File: src/rtl/fibo_pkg.sv
// Shared definitions for the Fibonacci sequencer slice.
// Contents:
//   ST_IDLE/ST_EMIT/ST_DONE : FSM state encodings
//   FIBO_SEED0/FIBO_SEED1   : default seed pair (0, 1)
package fibo_pkg;

  localparam logic [1:0] ST_IDLE = 2'd0;
  localparam logic [1:0] ST_EMIT = 2'd1;
  localparam logic [1:0] ST_DONE = 2'd2;

  localparam int FIBO_SEED0 = 0;
  localparam int FIBO_SEED1 = 1;

endpackage

File: src/rtl/fibo_core.sv
// Fibonacci datapath: two term registers and the adder between them.
// Ports:
//   clk, rst_n      : clock, asynchronous active-low reset
//   load            : capture seed0/seed1 into cur/nxt
//   step            : advance cur<=nxt, nxt<=cur+nxt (low WIDTH bits)
//   seed0, seed1    : seed pair used on load
//   cur, nxt        : current and next term
//   carry           : carry-out of cur+nxt (the value step would write)
module fibo_core #(
  parameter int WIDTH = 4
) (
  input  logic             clk,
  input  logic             rst_n,
  input  logic             load,
  input  logic             step,
  input  logic [WIDTH-1:0] seed0,
  input  logic [WIDTH-1:0] seed1,
  output logic [WIDTH-1:0] cur,
  output logic [WIDTH-1:0] nxt,
  output logic             carry
);

  logic [WIDTH-1:0] cur_q, cur_d;
  logic [WIDTH-1:0] nxt_q, nxt_d;
  logic [WIDTH:0]   sum;

  assign sum   = {1'b0, cur_q} + {1'b0, nxt_q};
  assign carry = sum[WIDTH];

  always_comb begin
    cur_d = cur_q;
    nxt_d = nxt_q;
    if (load) begin
      cur_d = seed0;
      nxt_d = seed1;
    end else if (step) begin
      cur_d = nxt_q;
      nxt_d = sum[WIDTH-1:0];
    end
  end

  always_ff @(posedge clk or negedge rst_n) begin
    if (!rst_n) begin
      cur_q <= '0;
      nxt_q <= '0;
    end else begin
      cur_q <= cur_d;
      nxt_q <= nxt_d;
    end
  end

  assign cur = cur_q;
  assign nxt = nxt_q;

endmodule

File: src/rtl/fibo_seq_ctrl.sv
// Sequencer for the Fibonacci datapath: accepts a start with a term count,
// seeds the datapath, emits one term per accepted beat on a valid/ready
// stream and stops early if the next term would overflow WIDTH bits.
// Ports:
//   clk, reset      : clock, asynchronous active-low reset
//   seed0, seed1    : seed pair (only when FIBO_SEED_EN is defined)
//   start,num_terms : run request, sampled in IDLE only
//   busy            : run in progress (EMIT or DONE)
//   term_out/term_valid/term_ready/term_last : output term stream
//   ovf             : sticky, run ended by overflow
//   done            : one-cycle end-of-run pulse
// Build option: FIBO_SEED_EN adds the seed0/seed1 inputs; otherwise the
// seeds are fixed at 0 and 1.
module fibo_seq_ctrl
  import fibo_pkg::*;
#(
  parameter int WIDTH = 4,
  parameter int CNT_W = 5
) (
  input  logic             clk,
  input  logic             reset,
`ifdef FIBO_SEED_EN
  input  logic [WIDTH-1:0] seed0,
  input  logic [WIDTH-1:0] seed1,
`endif
  input  logic             start,
  input  logic [CNT_W-1:0] num_terms,
  output logic             busy,
  output logic [WIDTH-1:0] term_out,
  output logic             term_valid,
  input  logic             term_ready,
  output logic             term_last,
  output logic             ovf,
  output logic             done
);

  logic [1:0]       state_q, state_d;
  logic [CNT_W-1:0] rem_q, rem_d;
  logic             nxt_ovf_q, nxt_ovf_d;
  logic             ovf_q, ovf_d;
  logic             load, step;
  logic [WIDTH-1:0] seed0_w, seed1_w;
  logic [WIDTH-1:0] cur, nxt;
  logic             carry;
  logic             last_beat;

`ifdef FIBO_SEED_EN
  assign seed0_w = seed0;
  assign seed1_w = seed1;
`else
  assign seed0_w = WIDTH'(FIBO_SEED0);
  assign seed1_w = WIDTH'(FIBO_SEED1);
`endif

  fibo_core #(.WIDTH(WIDTH)) u_core (
    .clk   (clk),
    .rst_n (reset),
    .load  (load),
    .step  (step),
    .seed0 (seed0_w),
    .seed1 (seed1_w),
    .cur   (cur),
    .nxt   (nxt),
    .carry (carry)
  );

  assign last_beat = (rem_q == CNT_W'(1));

  always_comb begin
    state_d   = state_q;
    rem_d     = rem_q;
    nxt_ovf_d = nxt_ovf_q;
    ovf_d     = ovf_q;
    load      = 1'b0;
    step      = 1'b0;
    case (state_q)
      ST_IDLE: begin
        if (start) begin
          ovf_d = 1'b0;
          if (num_terms != '0) begin
            load      = 1'b1;
            rem_d     = num_terms;
            nxt_ovf_d = 1'b0;
            state_d   = ST_EMIT;
          end else begin
            state_d = ST_DONE;
          end
        end
      end
      ST_EMIT: begin
        if (term_ready) begin
          if (last_beat) begin
            state_d = ST_DONE;
          end else if (nxt_ovf_q) begin
            // nxt already wrapped: the term it holds cannot be emitted.
            ovf_d   = 1'b1;
            state_d = ST_DONE;
          end else begin
            step      = 1'b1;
            nxt_ovf_d = carry;
            rem_d     = rem_q - CNT_W'(1);
          end
        end
      end
      ST_DONE: state_d = ST_IDLE;
      default: state_d = ST_IDLE;
    endcase
  end

  always_ff @(posedge clk or negedge reset) begin
    if (!reset) begin
      state_q   <= ST_IDLE;
      rem_q     <= '0;
      nxt_ovf_q <= 1'b0;
      ovf_q     <= 1'b0;
    end else begin
      state_q   <= state_d;
      rem_q     <= rem_d;
      nxt_ovf_q <= nxt_ovf_d;
      ovf_q     <= ovf_d;
    end
  end

  assign busy       = (state_q != ST_IDLE);
  assign term_valid = (state_q == ST_EMIT);
  assign term_last  = (state_q == ST_EMIT) && last_beat;
  assign term_out   = cur;
  assign ovf        = ovf_q;
  assign done       = (state_q == ST_DONE);

endmodule
File: config.mk
export PLATFORM = sky130hd
export DESIGN_NAME = fibo_seq_ctrl
export DESIGN_NICKNAME = d
export VERILOG_FILES = /design/src/rtl/fibo_pkg.sv /design/src/rtl/fibo_core.sv /design/src/rtl/fibo_seq_ctrl.sv
export SDC_FILE = /design/constraint.sdc
export NUM_CORES = 1
export LEC_CHECK = 0
export ABC_AREA = 1
export CORE_ASPECT_RATIO = 1.2
export CORE_MARGIN = 5
export CORE_UTILIZATION = 30
export DETAILED_ROUTE_END_ITERATION = 7
export MAX_ROUTING_LAYER = met4
export PLACE_DENSITY = 0.46
export SLEW_MARGIN = 20
export SYNTH_ARGS = -nofsm -noshare
export SYNTH_HDL_FRONTEND = slang
export SYNTH_HIERARCHICAL = 1
export SYNTH_SLANG_ARGS = --single-unit
File: constraint.sdc
create_clock -name clk -period 2.8 [get_ports clk]
set_input_delay 0.42 -clock clk [delete_from_list [all_inputs] [get_ports clk]]
set_output_delay 0.42 -clock clk [all_outputs]
set_load 0.05 [all_outputs]
==> results.md <==
- Outcome: finished clean
- CP Class: reg -> out
- Crit path DAT: 2.06 ns
- Drt pass-1 iters: 4
- Worst rel slew slack: 44.59%
- Synth Area in Compound Gates: 10.67%
- Setup Skew: 0.001821 ns
- RSZ-0062 raised after global routing: no
- Cts repair resizes: 0
- Post-synth cell types: 28
- Antenna diodes: 0
- Post-Route WL: 2.854 mm
- Place WS: 0.5802 ns
- Gr ovfl total: 0
- Mapped Area: 1266 um^2
- CP Capture Type: output port
- Routability cong.: 0.8657
- I/O Buffers: 17
- Post-DRT Antenna Nets: 0
- R2R Setup Slk: 1.01 ns
- Chip width: 69.31 um
- Syn. warnings: 6
- Chip Height: 81.17 um
- CTS Buf Count: 3
- Critical Path RT: 2.38 ns
- Main combinational cell family by area after synthesis: simple AND/OR/NAND/NOR gates
- Die Footprint: 5625 um^2
- Hold Path Origin: rem_q[1]
- Max Cap Viol: 0
- RR Endpoint: u_core/cur[0]
- Total leakage power: 0.7815 nW
- Seq/Total Area, Yosys: 33.60%
- WHS Endpoint: rem_q[1]
- Post-CTS setup buffer count: 0
- Post-synthesis adder-cell area fraction: 7.510%
- Asr flop ratio synth: 100.0%
- Starting density of the core: 30.41%
- 1st-iter DRT viols: 80
- First-pass GRT wire length: 5.057 mm
- Simple-Gate Fraction of Synth Area: 38.54%
- DRC: 0
- CTS tree: yes
- Post-DP HPWL: 2.250 mm
- Tcrit/Tclk final: 88.55%
- Syn avg cell area: 7.628 um^2
- Final setup vio count: 0
- Number of synthesized flops with an enable pin: 0
- CP Launch Type: flip-flop
- Top cells by area in the synthesized netlist: dfrtp_1 34%, nand2_1 15%, ha_1 5.9%
- Main flop type after synthesis: dfrtp_1
- Placed Cells: 245
- Core area: 4164 um^2
- Clock Path Buffers: 2
- Post-CTS Hold Buffers: 0
- Top cells by count, synth: 51 x nand2_1, 20 x inv_1, 17 x dfrtp_1
- Area grow syn2layout: 24.01%
- Setup Total Neg Slack: 0 ns
- Worst VDD drop: 0.4528 mV
- Min Tclk post-route: 2.479 ns
- WL/cell: 11.46 um
- Slew Limit Fails: 0
- Largest net degree at the start of global routing: 18
- Reg2reg start: state_q[1]
- Layout cells sized above 1: 13.99%
- Most common cell in the synthesized netlist: nand2_1
- IO Count: 18
- Crit Path Max Fanout: 4
- Root Driver: clkbuf_8
- Worst-Skew Late Latency: 0.25 ns
- FF+latch count, synth: 17
- Worst Reg-to-Reg Cells: 6
- Pwr Density: 1212 nW/um^2
- Max Clock Freq: 0.4033 GHz
- Hold crit path type: reg -> reg
- Clk sink count: 17
- Post-synthesis mux area share: 0%
- WHS Path Cells: 2
- Worst slew pin tran: 0.8285 ns
- Cells after Synth: 166
- Total GRT Usage: 11.33%
- Fin. Hold Viols: 0
- Final Non-Filler Cells: 249
- Area leader, netlist: dfrtp_1
- Final worst slack: 0.3206 ns
- Initial antenna violation count: 0
- Drt via density: 4.570
- # rows: 26
- Vias in the first global route: 1197
- Post-layout nets: 210
- Yosys top cell area share: 33.60%
- Xor/xnor share of the synthesized area: 0.6917%
- H-Tree Depth: 1
- Reg clk slew, reported paths: 0.07 ns
- Vias: 1138
[flip-flops by register name, summed over array words and instances, names as in the netlist]
register    flops
nxt_ovf_q       1
rem_q           5
state_q         2
u_core/nxt      4
ovf             1
u_core/cur      4
[metal layers]
| layer | track usage (%) | vias up | routed length, um |
|---|---|---|---|
| li1 | - | 575 | - |
| met1 | 12.04 | 534 | 1241 |
| met2 | 20.42 | 25 | 1462 |
| met3 | 2.104 | 4 | 114 |
| met4 | 5.469 | 0 | 36 |
| met5 | - | - | 0 |
[kinds of logic after synthesis]
| logic type | after synthesis |
|---|---|
| xor gates and xnor gates | 1 |
| buffers and inverters | 25 |
| other | 2 |
| and+or+nand+nor | 95 |
| adders and majority gates | 7 |
| AOI/OAI and AO/OA | 19 |
| DFF | 17 |
[area by class of cell]
| cell class | count | area, um^2 |
|---|---|---|
| repair buffers | 18 | 177.7 |
| fillers | 465 | 2594 |
| flip-flops and latches | 17 | 425.4 |
| well taps | 56 | 70.07 |
| inverters | 24 | 95.09 |
| clock buffers | 4 | 45.04 |
| multi-input cells | 130 | 757.0 |
[cell usage in the layout (no fill, tap or decap), drive strengths merged, types with 3 or more instances in the layout]
cell,instances
o21ai,6
inv,24
o211ai,3
nor2,21
nand4,6
a22oi,4
clkdlybuf4s50,17
clkbuf,4
dfrtp,17
nand3,13
nand2,55
ha,6
conb,8
a21oi,5
[critical path: stages, from the launching register on]
cell             delay [ns]
dfrtp_1                0.41
nor2_1                 0.26
nand3_1                0.20
nor2_4                 0.13
clkdlybuf4s50_1        0.81
[how the worst max path moves through the flow]
stage | start | slack, ns | end | depth (start not counted)
2_1_floorplan | u_core/cur[0] | 0.92 | nxt_ovf_q | 8
3_3_place_gp | rem_q[2] | 0.62 | term_last | 4
3_5_place_dp | rem_q[2] | 0.58 | term_last | 4
4_1_cts | rem_q[2] | 0.30 | term_last | 4
5_1_grt | rem_q[2] | 0.20 | term_last | 4
6_report | rem_q[2] | 0.32 | term_last | 4
[through the flow]
step	utilization, %	instance area (um^2)	power, mW	hold WS [ns]
final	37.71	1570	1.903	0.4726
after global routing	37.71	1570	2.084	0.4865
after CTS	37.71	1570	1.923	0.4802
after detailed placement	36.63	1525	1.726	0.4637
after global placement	36.63	1525	1.711	0.4583
after floorplan	-	1289	1.421	0.1244
[report_power, final]
group          internal, mW  total [mW]  leakage (nW)  switching, mW
Combinational         0.445        1.25         0.546          0.805
Sequential            0.360       0.468         0.213          0.108
Clock                 0.101       0.185        0.0228         0.0843
Power figures use the tool's default switching activity.
